===== src/rtl/alu_arbiter.sv =====
// Two-requester round-robin front end for the shared ALU: grants one operation
// at a time, sequences the ALU through its command latency and returns the result.
module alu_arbiter #(
  parameter int WIDTH_O = 8,
  parameter int WIDTH_C = 4,
  parameter int LAT     = 1,
  parameter int MUL_LAT = 2
) (
  input  logic                   CLK,
  input  logic                   RST,
  input  logic [1:0]             REQ_VALID,
  output logic [1:0]             REQ_READY,
  input  logic [1:0]             REQ_MODE,
  input  logic [2*WIDTH_C-1:0]   REQ_CMD,
  input  logic [2*WIDTH_O-1:0]   REQ_OPA,
  input  logic [2*WIDTH_O-1:0]   REQ_OPB,
  input  logic [1:0]             REQ_CIN,
  input  logic [3:0]             REQ_INP_VALID,
  output logic [WIDTH_O-1:0]     ALU_OPA,
  output logic [WIDTH_O-1:0]     ALU_OPB,
  output logic [WIDTH_C-1:0]     ALU_CMD,
  output logic                   ALU_MODE,
  output logic                   ALU_CIN,
  output logic                   ALU_CE,
  output logic [1:0]             ALU_INP_VALID,
  input  logic [2*WIDTH_O:0]     ALU_RES,
  input  logic [5:0]             ALU_FLAGS,
  output logic                   RSP_VALID,
  input  logic                   RSP_READY,
  output logic                   RSP_ID,
  output logic [2*WIDTH_O:0]     RSP_RES,
  output logic [5:0]             RSP_FLAGS
);

  localparam int MAX_LAT = (MUL_LAT > LAT) ? MUL_LAT : LAT;
  localparam int CNT_W   = $clog2(MAX_LAT + 1);

  typedef enum logic [1:0] {IDLE, EXEC, RESP} state_t;

  state_t             state;
  logic               pri;
  logic               skip;
  logic [CNT_W-1:0]   cnt;

  logic               gnt_vld;
  logic               gnt;
  logic               sel_mode;
  logic [WIDTH_C-1:0] sel_cmd;
  logic [WIDTH_O-1:0] sel_opa;
  logic [WIDTH_O-1:0] sel_opb;
  logic               sel_cin;
  logic [1:0]         sel_iv;
  logic               is_mul;

  // Grant: the priority holder wins if it asks, otherwise the other requester.
  always_comb begin
    gnt_vld = |REQ_VALID;
    gnt     = REQ_VALID[pri] ? pri : ~pri;
  end

  always_comb begin
    sel_mode = gnt ? REQ_MODE[1] : REQ_MODE[0];
    sel_cmd  = gnt ? REQ_CMD[2*WIDTH_C-1:WIDTH_C] : REQ_CMD[WIDTH_C-1:0];
    sel_opa  = gnt ? REQ_OPA[2*WIDTH_O-1:WIDTH_O] : REQ_OPA[WIDTH_O-1:0];
    sel_opb  = gnt ? REQ_OPB[2*WIDTH_O-1:WIDTH_O] : REQ_OPB[WIDTH_O-1:0];
    sel_cin  = gnt ? REQ_CIN[1] : REQ_CIN[0];
    sel_iv   = gnt ? REQ_INP_VALID[3:2] : REQ_INP_VALID[1:0];
    is_mul   = sel_mode && ((sel_cmd == WIDTH_C'(9)) || (sel_cmd == WIDTH_C'(10)));
  end

  always_comb begin
    REQ_READY = 2'b00;
    if (!RST && (state == IDLE) && gnt_vld)
      REQ_READY[gnt] = 1'b1;
  end

  always_ff @(posedge CLK) begin
    if (RST) begin
      state         <= IDLE;
      pri           <= 1'b0;
      skip          <= 1'b0;
      cnt           <= '0;
      ALU_OPA       <= '0;
      ALU_OPB       <= '0;
      ALU_CMD       <= '0;
      ALU_MODE      <= 1'b0;
      ALU_CIN       <= 1'b0;
      ALU_CE        <= 1'b0;
      ALU_INP_VALID <= 2'b00;
      RSP_VALID     <= 1'b0;
      RSP_ID        <= 1'b0;
      RSP_RES       <= '0;
      RSP_FLAGS     <= '0;
    end else begin
      case (state)
        IDLE: begin
          if (gnt_vld) begin
            ALU_OPA       <= sel_opa;
            ALU_OPB       <= sel_opb;
            ALU_CMD       <= sel_cmd;
            ALU_MODE      <= sel_mode;
            ALU_CIN       <= sel_cin;
            ALU_INP_VALID <= sel_iv;
            RSP_ID        <= gnt;
            state         <= EXEC;
            // No valid operands: bypass the ALU and report ERR one cycle later.
            if (sel_iv == 2'b00) begin
              skip      <= 1'b1;
              RSP_RES   <= '0;
              RSP_FLAGS <= 6'b000001;
            end else begin
              ALU_CE <= 1'b1;
              cnt    <= is_mul ? CNT_W'(MUL_LAT) : CNT_W'(LAT);
            end
          end
        end
        EXEC: begin
          if (skip) begin
            skip      <= 1'b0;
            RSP_VALID <= 1'b1;
            state     <= RESP;
          end else if (cnt != '0) begin
            cnt <= cnt - CNT_W'(1);
          end else begin
            RSP_RES   <= ALU_RES;
            RSP_FLAGS <= ALU_FLAGS;
            RSP_VALID <= 1'b1;
            ALU_CE    <= 1'b0;
            state     <= RESP;
          end
        end
        RESP: begin
          if (RSP_READY) begin
            pri       <= ~RSP_ID;
            RSP_VALID <= 1'b0;
            state     <= IDLE;
          end
        end
        default: state <= IDLE;
      endcase
    end
  end

endmodule

===== config.mk =====
export PLATFORM = sky130hd
export DESIGN_NAME = alu_arbiter
export DESIGN_NICKNAME = d
export VERILOG_FILES = /design/src/rtl/alu_arbiter.sv
export SDC_FILE = /design/constraint.sdc
export NUM_CORES = 1
export LEC_CHECK = 0
export ABC_AREA = 1
export CORE_MARGIN = 3
export CORE_UTILIZATION = 29
export DETAILED_ROUTE_END_ITERATION = 16
export GPL_ROUTABILITY_DRIVEN = 0
export PLACE_DENSITY = 0.68
export SYNTH_ARGS = -nofsm -noshare
export SYNTH_HDL_FRONTEND = slang
export SYNTH_SLANG_ARGS = --single-unit

===== constraint.sdc =====
create_clock -name CLK -period 1.47 [get_ports CLK]
set_clock_uncertainty 0.15 [all_clocks]
set_input_delay 0.3675 -clock CLK [delete_from_list [all_inputs] [get_ports CLK]]
set_output_delay 0.3675 -clock CLK [all_outputs]
set_load 0.005 [all_outputs]

==> results.py, run 1 <==
metrics = {
    "outcome": {
        "status": "complete, but fails checks",
        "violations": "setup timing",
    },
    "setup_path": {
        "critical_path_buf_inv_count": 3,
        "slowest_stage": "dfxtp_4",
        "cpPeakStageDelay_ns": 0.39,
        "critPathLaunchType": "flip-flop",
        "cpMostUsedCell": "nand2_8",
        "worstSetupEndpointType": "flip-flop",
        "cp.required_ns": 1.57,
        "path_delay_family": "compound AO/OA/AOI/OAI gates",
        "cp_max_fo": 6,
        "cp.arrival_ns": 1.89,
        "crit_type": "flip-flop to flip-flop",
        "crit_chain": "buf_6 -> nand2_8 -> nand2_8 -> o21ai_4 -> nand2_4 -> a21boi_4 -> buf_12 -> buf_16 -> nand3_1 -> a21oi_2",
    },
    "sta": {
        "finalSetupTns_ns": -7.83,
        "finalCriticalPeriod_ns": 1.79,
        "setup_slack_ns": -0.325,
        "period_share_pct": 122,
        "rsz0062_at_grt": "true",
        "tightest_slew_ns": 0.371,
        "finalSetupViolCount": 33,
        "relSlewSlack_pct": 75.3,
        "hold_viol_final": 0,
        "slew_viol_final": 0,
        "fmax_mhz": 557,
    },
    "clocking": {
        "root_buffer": "clkbuf_8",
        "worstSkewPairLatency_ns": 0.31,
        "htree_levels": 2,
        "numCtsBuffers": 5,
        "cts_sinks": 56,
        "clk_pin_slew_ns": 0.10,
        "cts_tree": "done",
        "cts.hold.buffers_added": 0,
        "cts.path.max_buffers": 2,
    },
    "yosys": {
        "synth_warnings": 0,
        "yosysTopAreaCell": "dfxtp_1",
        "synth_top_cell_area_share_pct": 43.3,
        "ys_seq_area_share_pct": 43.3,
        "synth-seq-cells": 56,
        "synth_nets": 433,
        "synth_cell_types": 23,
        "syn_area_um2": 2590,
        "synth.area.top_cells": "dfxtp_1 (43%), nand2_1 (13%), nand3_1 (10%)",
        "syn_avg_cell_area_um2": 7.28,
        "synthCells": 356,
    },
    "power": {
        "powerDensity_nw_per_um2": 981,
        "leakage_nw": 2.23,
        "swShare_pct": 32.3,
        "fin_total_pwr_mw": 4.65,
        "seq_power_share_pct": 39.1,
        "p_sw_mw": 1.50,
        "power.internal_mw": 3.15,
        "combinationalPowerShare_pct": 41.7,
        "vdd_drop_max_mv": 0.461,
        "clock_power_share_pct": 19.1,
    },
    "floorplan": {
        "die_w_um": 101,
        "initial_core_util_pct": 30.6,
        "die-height_um": 101,
        "pin_count": 128,
        "dieArea_um2": 10100,
        "num_rows": 33,
        "core_area_um2": 8460,
    },
    "grt": {
        "grt_pass1_vias": 2841,
        "grt_first_pass_wirelength_um": 13600,
        "grt_max_degree": 49,
        "antenna_found_initial": 0,
        "grt_overflow": 0,
        "grt_usage_pct": 16.5,
    },
    "layout": {
        "fin_nets": 600,
        "area_delta_synth_final_pct": 82.8,
        "final_common_cell": "nand2_1",
        "drive_gt1_share_pct": 29.8,
        "final_cell_mix": "nand2_1 (78), clkdlybuf4s50_1 (72), nand3_1 (47), dlygate4sd2_1 (47), inv_1 (40)",
    },
    "routing": {
        "drtIter0Drc": 48,
        "num_vias": 2973,
        "firstDrtPassIters": 4,
        "wl_per_cell_um": 14.0,
        "wirelength_um": 8800,
        "ant_nets": 0,
        "viasPerCell": 4.72,
        "drc": 0,
    },
    "min_path": {
        "hp-class": "flip-flop to flip-flop",
    },
    "place": {
        "numPortBuffers": 127,
        "dp_hpwl_um": 5860,
    },
    "flow_run": {
        "max-cap-violations": 0,
    },
}
[logic make-up after synthesis]
group           after synthesis  share of synthesized area [%]
compound gates               63                           16.2
fa+ha+maj                     1                          0.483
flops                        56                           43.3
buf+inv                      65                           10.2
simple gates                171                           29.8
[per-layer routing]
layer,global-route usage [%],vias up,wire length [µm]
met3,5.05,5,767
met1,20.2,1366,3720
met4,3.21,0,57
met2,28.8,106,4260
li1,-,1496,-
met5,0,-,0
[synth_stat cells]
library cell	instances
buf_2	5
o211ai_1	23
a21oi_1	24
nor2_4	2
inv_1	42
inv_2	3
buf_4	4
nand2_2	6
nand3_1	52
nor2_1	13
dfxtp_1	56
a21oi_2	7
ha_1	1
o21ai_2	1
o21ai_0	6
clkbuf_1	10
nand3b_1	3
clkinv_1	1
nor3_1	1
nand2_4	3
a21boi_4	1
nand2_1	91
a31o_2	1
[repair_timing]
| item | 4_1_cts | 5_1_grt |
|---|---|---|
| cloned | 2 | 3 |
| resized for setup | 131 | 32 |
| endpoints found under the setup margin | 104 | 64 |
| setup buffers | 11 | 4 |
| pin swaps | 8 | 12 |
| hold endpoints to repair | 0 | 0 |
[stage by stage]
step | cells | util (%) | hold slack (ns) | worst slack (ns) | instance area (µm²)
floorplan | 356 | - | 0.294 | -0.0888 | 2640
global placement | 601 | 49.8 | 0.299 | -0.951 | 4220
detailed placement | 601 | 49.8 | 0.307 | -0.976 | 4220
CTS | 622 | 54.0 | 0.319 | -0.348 | 4570
global route | 629 | 55.9 | 0.327 | -0.404 | 4730
finish | 630 | 55.9 | 0.316 | -0.325 | 4740
[worst register-to-register path, delay by kind of cell, from the launching register on]
family	cells	cell delay (ns)
compound gates	3	0.49
simple gates	4	0.31
buf+inv	3	0.39
flops	1	0.39
[area by class of cell]
| type | instances | area (µm²) |
|---|---|---|
| clock inverters | 1 | 7.51 |
| flip-flops and latches | 56 | 1170 |
| diodes | 1 | 2.50 |
| clock buffers | 7 | 86.3 |
| inverters | 46 | 181 |
| repair buffers | 179 | 1760 |
| multi-input cells | 235 | 1400 |
| well taps | 105 | 131 |
| fillers | 774 | 3730 |
[state kept, by name, indices dropped and copies added (netlist names), 2 cells and up]
| register | count |
|---|---|
| cnt | 2 |
| RSP_RES | 17 |
| RSP_FLAGS | 6 |
| ALU_INP_VALID | 2 |
| ALU_OPA | 8 |
| ALU_CMD | 4 |
| ALU_OPB | 8 |
| state | 2 |
[power groups by stage]
stage / clock network (mW) / logic [mW] / registers, mW
3_5_place_dp: 0 / 1.61 / 1.84
4_1_cts: 0.933 / 1.77 / 1.82
6_report: 0.890 / 1.94 / 1.82
2_1_floorplan: 0 / 0.740 / 1.85
3_3_place_gp: 0 / 1.59 / 1.83
5_1_grt: 0.980 / 2.12 / 1.84
[worst paths after layout]
| path | slack [ns] | depth (start not counted) | start | end |
|---|---|---|---|---|
| setup reg to reg | -0.32 | 10 | pri | RSP_FLAGS[2] |
| hold reg to reg | 0.32 | 2 | RSP_RES[15] | RSP_RES[15] |
| setup / recovery | -0.32 | 10 | pri | RSP_FLAGS[2] |
| hold / removal | 0.32 | 2 | RSP_RES[15] | RSP_RES[15] |
No activity file was read; power rests on OpenSTA's default activity.
==> inputs of run 2 (changes only) <==
--- a/config.mk
+++ b/config.mk
@@ -6,6 +6,8 @@
 export NUM_CORES = 1
 export LEC_CHECK = 0
 export ABC_AREA = 1
+export ABC_CLOCK_PERIOD_IN_PS = 1470
+export CAP_MARGIN = 25
 export CORE_MARGIN = 3
 export CORE_UTILIZATION = 29
 export DETAILED_ROUTE_END_ITERATION = 16
==> results of run 2 <==
The final DEF is identical to that of run 1; final timing and power are the same.
==> inputs of run 3 (changes only) <==
--- a/config.mk
+++ b/config.mk
@@ -7,9 +7,8 @@
 export LEC_CHECK = 0
 export ABC_AREA = 1
 export ABC_CLOCK_PERIOD_IN_PS = 1470
-export CAP_MARGIN = 25
-export CORE_MARGIN = 3
 export CORE_UTILIZATION = 29
+export CTS_CLUSTER_DIAMETER = 30
 export DETAILED_ROUTE_END_ITERATION = 16
 export GPL_ROUTABILITY_DRIVEN = 0
 export PLACE_DENSITY = 0.68
==> results.py, run 3 (same netlist as run 1, synthesis figures left out) <==
metrics = {
    "layout": {
        "largest_reg_flops": 17,
        "final_common_cell": "nand2_1",
        "final_cell_mix": "nand2_1 (80), clkdlybuf4s50_1 (72), nand3_1 (49)",
        "fillerInstances": 838,
        "drive_gt1_share_pct": 30.1,
        "reg_top3": "RSP_RES x17, ALU_OPA x8, ALU_OPB x8",
        "area_delta_synth_final_pct": 77.4,
        "antenna_cells": 0,
        "ff_latch_area_um2": 1180,
        "layout.cells.non_filler": 629,
        "fin_area_um2": 4600,
        "regMostFlops": "RSP_RES",
        "fin_nets": 597,
        "multi_input_area_um2": 1330,
    },
    "sta": {
        "slew_viol_final": 0,
        "hold_viol_final": 0,
        "finalSetupTns_ns": -7.96,
        "setup_slack_ns": -0.311,
        "fmax_mhz": 561,
        "finalCriticalPeriod_ns": 1.78,
        "relSlewSlack_pct": 74.7,
        "finalSetupViolCount": 31,
        "tightest_slew_ns": 0.380,
        "rsz0062_at_grt": "true",
        "period_share_pct": 121,
    },
    "setup_path": {
        "critical_path_buf_inv_count": 3,
        "crit_chain": "inv_6 -> nand2_4 -> nand2_4 -> buf_6 -> o21ai_4 -> nand2_2 -> a21boi_4 -> buf_12 -> nand3_1 -> a21oi_2",
        "crit_type": "flip-flop to flip-flop",
        "cp_max_fo": 23,
        "critPathLaunchType": "flip-flop",
        "cpPeakStageDelay_ns": 0.41,
        "slowest_stage": "dfxtp_4",
        "cpMostUsedCell": "nand2_4",
        "path_delay_family": "compound AO/OA/AOI/OAI gates",
        "cp.arrival_ns": 1.88,
        "cp.required_ns": 1.57,
        "worstSetupEndpointType": "flip-flop",
    },
    "clocking": {
        "numCtsBuffers": 5,
        "cts_sinks": 56,
        "worstSkewPairLatency_ns": 0.31,
        "htree_levels": 2,
        "clk_pin_slew_ns": 0.12,
        "cts_tree": "done",
        "root_buffer": "clkbuf_8",
        "cts.path.max_buffers": 2,
    },
    "floorplan": {
        "core_area_um2": 8680,
        "dieArea_um2": 9320,
        "die-height_um": 96.5,
        "pin_count": 128,
        "die_w_um": 96.5,
        "initial_core_util_pct": 29.9,
        "num_rows": 34,
    },
    "routing": {
        "firstDrtPassIters": 4,
        "ant_nets": 0,
        "num_vias": 2925,
        "wirelength_um": 7900,
        "drc": 0,
        "viasPerCell": 4.65,
        "drtIter0Drc": 39,
        "wl_per_cell_um": 12.6,
    },
    "grt": {
        "grt_max_degree": 49,
        "grt_usage_pct": 16.5,
        "antenna_found_initial": 0,
        "grt_overflow": 0,
        "grt_first_pass_wirelength_um": 12000,
        "grt_pass1_vias": 2657,
    },
    "outcome": {
        "status": "complete, but fails checks",
        "violations": "setup timing",
    },
    "place": {
        "place_area_um2": 4250,
        "dpl.cell_count": 609,
        "dp_hpwl_um": 5620,
        "numPortBuffers": 127,
    },
    "flow_run": {
        "max-cap-violations": 0,
    },
    "min_path": {
        "hp-class": "flip-flop to flip-flop",
    },
    "power": {
        "powerDensity_nw_per_um2": 966,
        "vdd_drop_max_mv": 0.615,
        "leakage_nw": 2.17,
    },
}
[run 3: changes by cell type in the layout (fill, tap and decap cells not counted), moves of 5 or more]
| cell | previous run | this run |
|---|---|---|
| dfxtp_2 | 36 | 45 |
| dfxtp_1 | 19 | 10 |
| clkdlybuf4s15_1 | 3 | 14 |
| nand2_8 | 5 | 0 |
| dlygate4sd2_1 | 47 | 37 |
[run 3: path summary, 6_finish.rpt]
kind / cells after the start / slack [ns] / start / to
worst min-delay path: 2 / 0.32 / RSP_FLAGS[4] / RSP_FLAGS[4]
worst max-delay path: 10 / -0.31 / pri / RSP_RES[11]
worst max register to register: 10 / -0.31 / pri / RSP_RES[11]
worst min register to register: 2 / 0.32 / RSP_FLAGS[4] / RSP_FLAGS[4]
[run 3: worst register-to-register path, stage by stage, from the launching register on]
cell	delay, ns
dfxtp_4	0.41
inv_6	0.05
nand2_4	0.07
nand2_4	0.06
buf_6	0.13
o21ai_4	0.14
nand2_2	0.11
a21boi_4	0.18
buf_12	0.17
nand3_1	0.11
a21oi_2	0.14
[run 3: power by group]
group / total [mW] / switching (mW) / internal [mW]
Clock: 0.922 / 0.561 / 0.362
Combinational: 1.69 / 0.810 / 0.878
Sequential: 1.83 / 0.0980 / 1.73
Total: 4.44 / 1.47 / 2.97
[run 3: layout make-up]
class	count	area share, %
Multi-Input combinational cell	235	28.8
Timing Repair Buffer	176	36.4
Sequential cell	56	25.7
Clock buffer	5	1.50
Inverter	46	4.00
Tap cell	108	2.94
Clock inverter	3	0.626
[run 3: repair_timing]
item / 4_1_cts / 5_1_grt
hold endpoints to repair: 0 / 0
setup buffers: 7 / 6
pin swaps: 4 / 8
endpoints found under the setup margin: 104 / 69
gates resized for setup: 130 / 40
hold buffers: 0 / 0
[run 3: metal layers]
metal,track usage [%],wire [µm],up-vias
met5,0,0,-
li1,-,-,1486
met4,4.04,68,0
met2,29.1,3800,91
met3,5.48,767,6
met1,19.2,3260,1342
[run 3: per-stage QoR]
step	setup slack, ns	hold slack, ns	power, mW	util [%]
global placement	-0.886	0.301	3.42	48.9
detailed placement	-0.955	0.308	3.44	48.9
CTS	-0.290	0.321	4.38	51.4
global route	-0.377	0.339	4.72	53.0
finish	-0.311	0.318	4.44	53.0
floorplan	-0.0888	0.294	2.59	-
